File: config.mk
export PLATFORM = sky130hd
export DESIGN_NAME = eit_scan_sequencer
export DESIGN_NICKNAME = d
export VERILOG_FILES = /design/src/rtl/eit_scan_sequencer.sv
export SDC_FILE = /design/constraint.sdc
export NUM_CORES = 1
export LEC_CHECK = 0
export CORE_MARGIN = 2
export CORE_UTILIZATION = 30
export DETAILED_ROUTE_END_ITERATION = 10
export GPL_ROUTABILITY_DRIVEN = 0
export GPL_TIMING_DRIVEN = 0
export SYNTH_ARGS = -nofsm -noshare
export SYNTH_HDL_FRONTEND = slang
export SYNTH_SLANG_ARGS = --single-unit
export TNS_END_PERCENT = 1
File: constraint.sdc
create_clock -name clk -period 3.5 [get_ports clk]
set_clock_uncertainty 0.2 [all_clocks]
set_input_delay 0.35 -clock clk [delete_from_list [all_inputs] [get_ports clk]]
set_output_delay 0.35 -clock clk [all_outputs]
set_load 0.05 [all_outputs]
File: src/rtl/eit_scan_sequencer.sv
// Adjacent-drive EIT scan master: walks injection/measurement pairs and handshakes each step with the slave.
// Optional wait watchdog and ERROR state are compiled in with EIT_SCAN_TIMEOUT_EN.
module eit_scan_sequencer #(
  parameter int N_ELEC         = 16,
  parameter int IDX_W          = 4,
  parameter int TAG_W          = 8,
  parameter int TIMEOUT_CYCLES = 4096
) (
  input  logic             clk,
  input  logic             rst,
  input  logic             start,
  input  logic             stop,
  input  logic             cont,
  input  logic             fsm_done,
  input  logic             fsm_busy,
  output logic             step_done,
  output logic [IDX_W-1:0] inj_src,
  output logic [IDX_W-1:0] inj_sink,
  output logic [IDX_W-1:0] meas_pos,
  output logic [IDX_W-1:0] meas_neg,
  output logic [TAG_W-1:0] meas_tag,
  output logic             scan_busy,
  output logic             frame_done,
  output logic [15:0]      frame_count,
  output logic             err
);

`ifdef EIT_SCAN_TIMEOUT_EN
  typedef enum logic [1:0] {
    S_IDLE, S_ISSUE, S_WAIT, S_ERROR
  } state_t;
  localparam int WD_W = $clog2(TIMEOUT_CYCLES + 1);
`else
  typedef enum logic [1:0] {
    S_IDLE, S_ISSUE, S_WAIT
  } state_t;
`endif

  localparam logic [IDX_W-1:0] LAST_I = IDX_W'(N_ELEC - 1);
  localparam logic [IDX_W-1:0] LAST_M = IDX_W'(N_ELEC - 4);

  if (N_ELEC < 4 || TIMEOUT_CYCLES < 1) begin : g_bad_cfg
    $error("eit_scan_sequencer: bad parameters");
  end

  function automatic logic [IDX_W-1:0] add_mod(
    input logic [IDX_W-1:0] x,
    input int unsigned      k
  );
    logic [IDX_W:0] s;
    s = {1'b0, x} + (IDX_W+1)'(k);
    if (s >= (IDX_W+1)'(N_ELEC))
      s = s - (IDX_W+1)'(N_ELEC);
    return s[IDX_W-1:0];
  endfunction

  state_t           state_q, state_d;
  logic [IDX_W-1:0] i_q, i_d;
  logic [IDX_W-1:0] j_q, j_d;
  logic [IDX_W-1:0] mc_q, mc_d;
  logic [IDX_W-1:0] sink_q, sink_d;
  logic [IDX_W-1:0] neg_q, neg_d;
  logic [TAG_W-1:0] tag_q, tag_d;
  logic [15:0]      fc_q, fc_d;
  logic             stop_q, stop_d;
  logic             step_q, step_d;
  logic             fdone_q, fdone_d;
  logic             busy_q, busy_d;
  logic             err_q, err_d;
  logic             stop_eff;
  logic             last_step;
`ifdef EIT_SCAN_TIMEOUT_EN
  logic [WD_W-1:0]  wd_q, wd_d;
`endif

  always_comb begin
    state_d   = state_q;
    i_d       = i_q;
    j_d       = j_q;
    mc_d      = mc_q;
    tag_d     = tag_q;
    fc_d      = fc_q;
    stop_d    = stop_q;
    step_d    = 1'b0;
    fdone_d   = 1'b0;
    err_d     = err_q;
    stop_eff  = stop_q | stop;
    last_step = (i_q == LAST_I) && (mc_q == LAST_M);
    if (busy_q)
      stop_d = stop_eff;
    unique case (state_q)
      S_IDLE: begin
        if (start && !stop) begin
          i_d     = '0;
          j_d     = IDX_W'(2);
          mc_d    = '0;
          tag_d   = '0;
          state_d = S_ISSUE;
        end
      end
      S_ISSUE: begin
        if (stop_eff) begin
          state_d = S_IDLE;
        end else if (!fsm_busy) begin
          step_d  = 1'b1;
          state_d = S_WAIT;
        end
      end
      S_WAIT: begin
        if (fsm_done) begin
          if (last_step) begin
            fdone_d = 1'b1;
            fc_d    = fc_q + 16'd1;
            if (cont && !stop_eff) begin
              i_d     = '0;
              j_d     = IDX_W'(2);
              mc_d    = '0;
              tag_d   = '0;
              state_d = S_ISSUE;
            end else begin
              state_d = S_IDLE;
            end
          end else if (stop_eff) begin
            state_d = S_IDLE;
          end else begin
            tag_d   = tag_q + TAG_W'(1);
            state_d = S_ISSUE;
            if (mc_q < LAST_M) begin
              j_d  = add_mod(j_q, 1);
              mc_d = mc_q + IDX_W'(1);
            end else begin
              i_d  = i_q + IDX_W'(1);
              j_d  = add_mod(i_q, 3);
              mc_d = '0;
            end
          end
        end
`ifdef EIT_SCAN_TIMEOUT_EN
        else if (wd_q == WD_W'(TIMEOUT_CYCLES - 1)) begin
          err_d   = 1'b1;
          state_d = S_ERROR;
        end
`endif
      end
`ifdef EIT_SCAN_TIMEOUT_EN
      S_ERROR: begin
        if (start && !stop) begin
          err_d   = 1'b0;
          i_d     = '0;
          j_d     = IDX_W'(2);
          mc_d    = '0;
          tag_d   = '0;
          state_d = S_ISSUE;
        end
      end
`endif
      default: state_d = S_IDLE;
    endcase
    if (state_d == S_IDLE)
      stop_d = 1'b0;
    busy_d = (state_d == S_ISSUE) || (state_d == S_WAIT);
    sink_d = add_mod(i_d, 1);
    neg_d  = add_mod(j_d, 1);
  end

`ifdef EIT_SCAN_TIMEOUT_EN
  // Counts WAIT cycles; any entry into WAIT restarts it at zero.
  assign wd_d = (state_q == S_WAIT && state_d == S_WAIT)
              ? wd_q + WD_W'(1) : '0;
`endif

  always_ff @(posedge clk or posedge rst) begin
    if (rst) begin
      state_q <= S_IDLE;
      i_q     <= '0;
      j_q     <= '0;
      mc_q    <= '0;
      sink_q  <= '0;
      neg_q   <= '0;
      tag_q   <= '0;
      fc_q    <= '0;
      stop_q  <= 1'b0;
      step_q  <= 1'b0;
      fdone_q <= 1'b0;
      busy_q  <= 1'b0;
      err_q   <= 1'b0;
`ifdef EIT_SCAN_TIMEOUT_EN
      wd_q    <= '0;
`endif
    end else begin
      state_q <= state_d;
      i_q     <= i_d;
      j_q     <= j_d;
      mc_q    <= mc_d;
      sink_q  <= sink_d;
      neg_q   <= neg_d;
      tag_q   <= tag_d;
      fc_q    <= fc_d;
      stop_q  <= stop_d;
      step_q  <= step_d;
      fdone_q <= fdone_d;
      busy_q  <= busy_d;
      err_q   <= err_d;
`ifdef EIT_SCAN_TIMEOUT_EN
      wd_q    <= wd_d;
`endif
    end
  end

  assign step_done   = step_q;
  assign inj_src     = i_q;
  assign inj_sink    = sink_q;
  assign meas_pos    = j_q;
  assign meas_neg    = neg_q;
  assign meas_tag    = tag_q;
  assign scan_busy   = busy_q;
  assign frame_done  = fdone_q;
  assign frame_count = fc_q;
  assign err         = err_q;

endmodule

==> impl_metrics.ini, run 1 <==
[run_status]
status = complete, no violations

[clock_network]
clk_latency_ns = 0.30
cts_sinks = 50
h-tree-depth = 2
root_buffer = clkbuf_8
cts.path.max_buffers = 2
cts-resized-gates = 0
cts-buffers-inserted = 5
postCtsSetupBuffers = 0
holdBufCountCts = 0
cts_tree = done
clk_pin_slew_ns = 0.09

[logic_synthesis]
ys_types = 48
ys_warn_count = 0
syn_area_per_cell_um2 = 10.3
synth_edf_count = 0
synthCells = 238
synth_top_flop_cell = dfrtp_1
syn-num-nets = 255
synthArstFlopShare_pct = 100
synth_area_um2 = 2460
synth_seq_cells = 50
seq_area_frac_synth_pct = 50.9

[grt]
grt_pass1_wl_um = 9020
grt_antenna_before_repair = 0
grt_pass1_vias = 1812
grt_max_degree = 31
grt_overflow = 0
grt_use_total_pct = 12.7

[power_and_ir_drop]
p_leak_nw = 1.45
power_density_nw_per_um2 = 383
ir_worst_vdd_uv = 345

[floorplanning]
die_h_um = 94.5
start_util_pct = 30.4
core_area_um2 = 8090
rows = 33
die_x_um = 94.5
io_pins = 51
dieArea_um2 = 8930

[routing]
firstDrtPassIters = 4
wire_per_inst_um = 13.3
drcViolationCount = 0
via_per_inst = 4.78
dr.first_iter.drc_count = 197
final_antenna_net_count = 0
totalWireLength_um = 5350
routed-via-count = 1915

[run]
cap_violations = 0

[critical_path]
path_cells = ha_1 -> and4_4 -> a2111oi_4 -> a22oi_2 -> a31o_1 -> a2111oi_2 -> xor2_1
start_kind = register
crit-reg2reg-launch = inj_src[0]
criticalPathCategory = register to register
cp_data_arrival_time_ns = 2.79
cp-startpoint = inj_src[0]
end_kind = register
cp.required_ns = 3.54
cp_slowest_cell = a2111oi_4
max_stage_delay_ns = 0.63
timing.critical_path.buf_inv = 0
path_delay_family = compound AO/OA/AOI/OAI gates
crit_fanout = 9

[timing]
fin_tns_setup_ns = 0
finalHoldViolCount = 0
max_clock_freq_mhz = 363
final-setup-viol-count = 0
period_needed_ns = 2.75
rsz0062_at_grt = false
relSlewSlack_pct = 57.1
fin_crit_sh_pct = 78.7
worst_pin_slew_ns = 0.641
final_max_slew_viol_count = 0
finalWorstSetupSlack_ns = 0.747

[place]
place_ws_ns = 0.664
placed_area_um2 = 3100
port_buffers = 49
hpwl_um = 3960

[finish]
area_growth_pct = 30.0
num_antenna_cells = 0
nets = 312
drive_gt1_share_pct = 7.43
final_cell_area_um2 = 3190

[min_path]
hp-class = primary input to asynchronous set/reset pin
[area by class of cell]
type,instances,area [um2]
buffer,5,25.0
clock buffer,6,82.6
clock inverter,2,12.5
fill,812,4900
inverter,13,48.8
multi-input combinational,170,1130
sequential,50,1250
tap,105,131
timing repair buffer,50,510
[path summary, 6_finish.rpt]
kind | end | slack [ns] | cells after the start
setup / recovery | meas_neg[3] | 0.75 | 7
hold / removal | meas_tag[4] | 0.18 | 2
setup reg to reg | meas_neg[3] | 0.75 | 7
hold reg to reg | frame_count[15] | 0.28 | 1
max in group asynchronous | frame_count[5] | 2.40 | 3
min in group clk | frame_count[15] | 0.28 | 1
[worst register-to-register path: stages (launching register included)]
cell,delay (ns)
dfrtp_1,0.49
ha_1,0.29
and4_4,0.23
a2111oi_4,0.63
a22oi_2,0.09
a31o_1,0.27
a2111oi_2,0.33
xor2_1,0.17
[synthesized netlist by cell type, types with 2 or more instances]
cell type	n	area [um2]
nand2b_1	2	12.5
a21oi_1	9	45.0
nand3b_1	2	15.0
inv_1	13	48.8
nand4_1	2	12.5
nand2_1	26	97.6
and3_1	11	68.8
buf_2	2	10.0
o21ai_0	14	70.1
xnor2_1	14	123
mux2_2	2	22.5
nand3_1	16	80.1
xor2_1	7	61.3
ha_1	10	125
nor2_1	13	48.8
dfrtp_1	50	1250
clkbuf_1	2	7.51
nor2b_1	3	18.8
o22ai_1	2	12.5
o21ai_1	7	35.0
nor3_1	3	15.0
and4_1	2	17.5
[kinds of logic (layout without fill, tap and decap cells)]
group                    Yosys count  in the layout  synth area share, %
multiplexers                       2              2                0.916
AO/OA/AOI/OAI                     47             47                 12.9
buffers and inverters             18             76                 3.00
AND/OR/NAND/NOR                   89             89                 19.5
flip-flops                        50             50                 50.9
adder cells (fa/ha/maj)           10             10                 5.09
XOR/XNOR                          21             21                 7.48
other                              1              1                0.153
[report_power, final]
group	switching [mW]	internal [mW]	total [mW]	leakage, nW
Combinational	0.156	0.0827	0.239	0.722
Sequential	0.0276	0.603	0.631	0.677
Clock	0.194	0.159	0.353	0.0472
[through the flow]
step	hold slack, ns	utilization (%)	power, mW	instances
5_1_grt	0.217	39.5	1.29	401
2_1_floorplan	0.227	-	0.797	238
3_5_place_dp	0.274	38.3	0.881	393
6_report	0.183	39.5	1.22	401
4_1_cts	0.206	39.5	1.24	401
3_3_place_gp	0.261	38.0	0.876	392
[registers in the layout, summed over array words and instances (netlist names)]
register	count
meas_pos	4
inj_sink	4
meas_tag	8
mc_q	4
inj_src	4
step_done	1
frame_count	16
frame_done	1
scan_busy	1
meas_neg	4
stop_q	1
state_q	2
[cells in the final DEF (no fill, tap or decap), types with 9 or more instances in the layout]
master	n
dfrtp_1	50
clkdlybuf4s50_1	49
nand2_1	26
nand3_1	16
xnor2_1	14
o21ai_0	14
nor2_1	13
inv_1	12
and3_1	11
ha_1	10
a21oi_1	9
[metal layers]
layer	global-route usage [%]	vias to the layer above	wire length, um
met4	3.26	0	57
met3	2.39	6	265
met1	19.1	915	2650
met2	18.8	52	2380
li1	-	942	-
met5	0	-	0
Power figures use the tool's default switching activity.
==> run 2, diff against run 1 <==
clock period = 2.25 ns   (was 3.5 ns; I/O delays follow)
==> impl_metrics.ini, run 2 (synthesized netlist as in run 1, its figures left out) <==
[floorplanning]
core_area_um2 = 8090
io_pins = 51
rows = 33
die_x_um = 94.5
start_util_pct = 30.4
die_h_um = 94.5
dieArea_um2 = 8930

[finish]
final_cell_count_no_fill = 416
nets = 328
drive_gt1_share_pct = 21.9
num_antenna_cells = 0
final_cell_area_um2 = 3500
layout.cells.most_common = clkdlybuf4s50_1
n_fill_cell = 816
multi_input_area_um2 = 1270
most-common-layout-cells = 49 x clkdlybuf4s50_1, 43 x dfrtp_1, 25 x nand2_1
area_growth_pct = 42.6
largest_reg_flops = 16
regArea_um2 = 1260

[clock_network]
clk_latency_ns = 0.29
cts-buffers-inserted = 5
cts_tree = done
h-tree-depth = 2
cts_sinks = 50
root_buffer = clkbuf_8
clk_pin_slew_ns = 0.09
cts.path.max_buffers = 2

[timing]
rsz0062_at_grt = true
period_needed_ns = 2.26
final_max_slew_viol_count = 0
worst_pin_slew_ns = 0.525
max_clock_freq_mhz = 443
final-setup-viol-count = 1
finalWorstSetupSlack_ns = -0.00716
finalHoldViolCount = 0
fin_crit_sh_pct = 100
relSlewSlack_pct = 64.9

[place]
port_buffers = 49
dpl.cell_count = 393
placed_area_um2 = 3150
hpwl_um = 3890

[grt]
met3_usage_pct = 3.11
top_usage_layer = met2
grt_pass1_vias = 1937
met2_usage_pct = 21.5
grt_antenna_before_repair = 0
grt_overflow = 0
grt_max_degree = 35
use_met1_pct = 17.1
grt_use_total_pct = 12.9
grt_pass1_wl_um = 9230

[critical_path]
timing.critical_path.buf_inv = 3
cp.depth = 9
crit_fanout = 4
criticalPathCategory = register to register
reg2regPathDepth = 9
path_cells = ha_4 -> nand4_1 -> buf_6 -> o211ai_1 -> buf_4 -> o22a_1 -> buf_6 -> a2111oi_4 -> xor2_1
max_stage_delay_ns = 0.44
end_kind = register
path_delay_family = compound AO/OA/AOI/OAI gates
cp_data_arrival_time_ns = 2.27
cp.required_ns = 2.26
start_kind = register
cp_slowest_cell = dfrtp_2
cp_common_cell = buf_6

[power_and_ir_drop]
p_leak_nw = 1.55
p_total_mw = 2.06
power_density_nw_per_um2 = 588
ir_worst_vdd_uv = 317

[routing]
wire_per_inst_um = 13.2
dr.first_iter.drc_count = 39
firstDrtPassIters = 5
totalWireLength_um = 5480
via_per_inst = 4.80
routed-via-count = 1997
drcViolationCount = 0
final_antenna_net_count = 0

[run_status]
status = finished with violations
violations = negative setup slack

[min_path]
hp-class = primary input to asynchronous set/reset pin

[run]
cap_violations = 0
[run 2: layout make-up]
| cell class | instances | share of cell area (%) |
|---|---|---|
| timing repair buffer | 68 | 18.6 |
| clock buffer | 6 | 2.36 |
| tap | 105 | 3.75 |
| buffer | 3 | 0.679 |
| multi-input combinational | 170 | 36.4 |
| inverter | 13 | 1.39 |
| sequential | 50 | 36.0 |
| clock inverter | 1 | 0.857 |
[run 2: stage by stage]
stage          util (%)  worst slack (ns)  hold WS [ns]  setup TNS [ns]
6_report           43.3          -0.00716        0.0251        -0.00716
5_1_grt            43.3            -0.130        0.0740          -0.267
4_1_cts            41.5           -0.0601        0.0409          -0.100
3_5_place_dp       38.9            -0.413         0.274           -4.92
3_3_place_gp       38.6            -0.635         0.262          -29.10
2_1_floorplan         -            -0.107         0.102          -0.583
[run 2: final timing paths]
check                           slack, ns      startpoint              to
max in group asynchronous            1.30             rst      state_q[0]
min in group clk                     0.28  frame_count[8]  frame_count[8]
worst max-delay path               -0.007      inj_src[1]     meas_neg[3]
worst min-delay path                 0.03             rst     inj_sink[2]
worst min register to register       0.28  frame_count[8]  frame_count[8]
worst max register to register     -0.007      inj_src[1]     meas_neg[3]
[run 2: where the power goes]
| part | switching, mW | internal (mW) | total (mW) |
|---|---|---|---|
| sequential | 0.0378 | 0.939 | 0.976 |
| clock | 0.291 | 0.356 | 0.647 |
| combinational | 0.269 | 0.168 | 0.438 |
| total | 0.598 | 1.46 | 2.06 |
[run 2: layer usage]
| layer | up-vias | share of wire (%) | routed length (um) |
|---|---|---|---|
| met1 | 970 | 46 | 2530 |
| met4 | 0 | 0.51 | 28 |
| met3 | 4 | 4.5 | 249 |
| met5 | - | 0 | 0 |
| met2 | 47 | 49 | 2670 |
| li1 | 976 | - | - |
[run 2: what timing repair did]
| action | CTS | global route |
|---|---|---|
| hold buffers | 0 | 0 |
| pin swaps | 7 | 9 |
| setup buffers | 11 | 7 |
| endpoints found under the setup margin | 19 | 19 |
| gates resized for setup | 5 | 23 |
==> run 3, diff against run 2 <==
ABC_AREA = 1   (was unset)
CORE_MARGIN = unset   (was 2)
SKIP_LAST_GASP = 1   (was unset)
==> impl_metrics.ini, run 3 <==
[clock_network]
h-tree-depth = 2
root_buffer = clkbuf_8
cts.path.max_buffers = 2
holdBufCountCts = 0
clk_latency_ns = 0.30
cts-buffers-inserted = 5
clk_pin_slew_ns = 0.11
cts_sinks = 50
cts_tree = done

[timing]
final-setup-viol-count = 0
period_needed_ns = 2.13
fin_crit_sh_pct = 94.5
worst_pin_slew_ns = 0.553
relSlewSlack_pct = 63.1
hold_ws_ns = 0.0716
rsz0062_at_grt = true
fin_tns_setup_ns = 0
final_max_slew_viol_count = 0
max_clock_freq_mhz = 470
finalHoldViolCount = 0

[logic_synthesis]
ys_types = 35
seq_area_frac_synth_pct = 44.6
syn-num-nets = 363
synth_area_um2 = 2810
ys_top_cells_by_count = 75 x nand2_1, 51 x inv_1, 50 x dfrtp_1, 34 x nand3_1, 29 x nor2_1
synth_edf_count = 0
synth_top_flop_cell = dfrtp_1
synthCells = 346
synth_most_common_cell = nand2_1
synth_seq_cells = 50
synth_top_area_share_pct = 44.6
ys_warn_count = 0
synth.area.top_cells = dfrtp_1 45%, nand2_1 10%, inv_1 6.8%
syn_area_per_cell_um2 = 8.11
synth_top_area_cell = dfrtp_1
synthArstFlopShare_pct = 100

[grt]
grt_overflow = 0
grt_use_total_pct = 14.1
grt_max_degree = 27
grt_antenna_before_repair = 0
grt_pass1_vias = 2397
grt_pass1_wl_um = 11200

[run]
cap_violations = 0

[place]
port_buffers = 49
hpwl_um = 4890
dpl.cell_count = 504
placed_area_um2 = 3450

[finish]
layout.cells.most_common = nand2_1
nets = 425
final_cell_count_no_fill = 517
most-common-layout-cells = 75 x nand2_1, 49 x inv_1, 49 x clkdlybuf4s50_1
regArea_um2 = 1260
n_fill_cell = 894
drive_gt1_share_pct = 11.7
largest_reg_flops = 16
area_growth_pct = 29.0
num_antenna_cells = 0
multi_input_area_um2 = 1350
final_cell_area_um2 = 3620

[routing]
via_per_inst = 4.75
dr.first_iter.drc_count = 122
drcViolationCount = 0
routed-via-count = 2456
totalWireLength_um = 6480
final_antenna_net_count = 0
firstDrtPassIters = 4
wire_per_inst_um = 12.5

[floorplanning]
start_util_pct = 31.6
die_x_um = 98.7
io_pins = 51
dieArea_um2 = 9740
die_h_um = 98.7
rows = 34
core_area_um2 = 8890

[min_path]
hp-class = primary input to asynchronous set/reset pin

[critical_path]
cp.depth = 12
path_delay_family = simple AND/OR/NAND/NOR gates
timing.critical_path.buf_inv = 3
max_stage_delay_ns = 0.41
path_cells = inv_1 -> ha_1 -> nand3_1 -> nor2_2 -> buf_6 -> nand3_1 -> nand3_1 -> nand3_1 -> nand2_1 -> inv_1 -> ha_1 -> xnor2_1
cp_common_cell = nand3_1
cp_data_arrival_time_ns = 2.12
cp_slowest_cell = dfrtp_1
crit_fanout = 10
criticalPathCategory = register to register
cp.required_ns = 2.24
end_kind = register
r2r-end = inj_sink[2]
reg2regPathDepth = 12
crit-reg2reg-launch = mc_q[1]
start_kind = register
regToRegSetupSlack_ns = 0.12

[power_and_ir_drop]
p_switching_mw = 1.02
pwr-share-comb_pct = 35.1
ir_worst_vdd_uv = 256
internal_power_mw = 1.51
swShare_pct = 40.2
pwr-share-clk_pct = 21.8
power_density_nw_per_um2 = 699
seqPwrFrac_pct = 43.1
p_leak_nw = 1.73

[run_status]
status = complete, no violations
run 3: metrics by stage:
step | power (mW) | worst slack, ns | utilization [%]
global placement | 1.95 | -0.606 | 38.6
finish | 2.53 | 0.124 | 40.7
global route | 2.70 | -0.0175 | 40.7
CTS | 2.53 | 0.0135 | 40.1
detailed placement | 1.96 | -0.280 | 38.8
floorplan | 1.68 | 0.0347 | -
run 3: kinds of logic after synthesis:
kind of cell / share of synthesized area (%)
and+or+nand+nor: 28.9
buffers and inverters: 8.16
DFF: 44.6
AOI/OAI and AO/OA: 7.09
xor gates and xnor gates: 6.24
adders and majority gates: 4.46
other: 0.134
muxes: 0.401
run 3: area by class of cell:
cell class | count | share of cell area, %
plain buffers | 4 | 0.864
well taps | 108 | 3.73
flip-flops and latches | 50 | 34.7
multi-input cells | 239 | 37.3
repair buffers | 55 | 15.1
inverters | 53 | 5.64
clock inverters | 3 | 0.692
clock buffers | 5 | 1.90
run 3: power groups by stage:
stage	clock network [mW]	logic, mW	registers [mW]
6_report	0.552	0.889	1.09
5_1_grt	0.615	0.982	1.11
4_1_cts	0.568	0.877	1.09
3_5_place_dp	0	0.854	1.11
3_3_place_gp	0	0.838	1.11
2_1_floorplan	0	0.361	1.32
run 3: routing by layer:
layer / share of wire (%) / wire (um) / GRT usage (%)
met1: 48 / 3080 / 19.1
met2: 47 / 3030 / 23.7
met3: 5.3 / 345 / 2.48
met4: 0.40 / 26 / 3.10
met5: 0 / 0 / 0
run 3: timing repair:
item / 4_1_cts / 5_1_grt
resized for setup: 1 / 11
pin swaps: 1 / 2
setup endpoints to repair: 2 / 7
buffers inserted: 2 / 3
run 3: worst max path at each step:
stage	startpoint	to	slack, ns
after floorplan	inj_src[2]	scan_busy	0.03
after global placement	rst	inj_src[0]	-0.61
after detailed placement	stop	stop_q	-0.28
after CTS	state_q[0]	stop_q	0.01
after global routing	inj_src[0]	stop_q	-0.02
final	mc_q[1]	inj_sink[2]	0.12
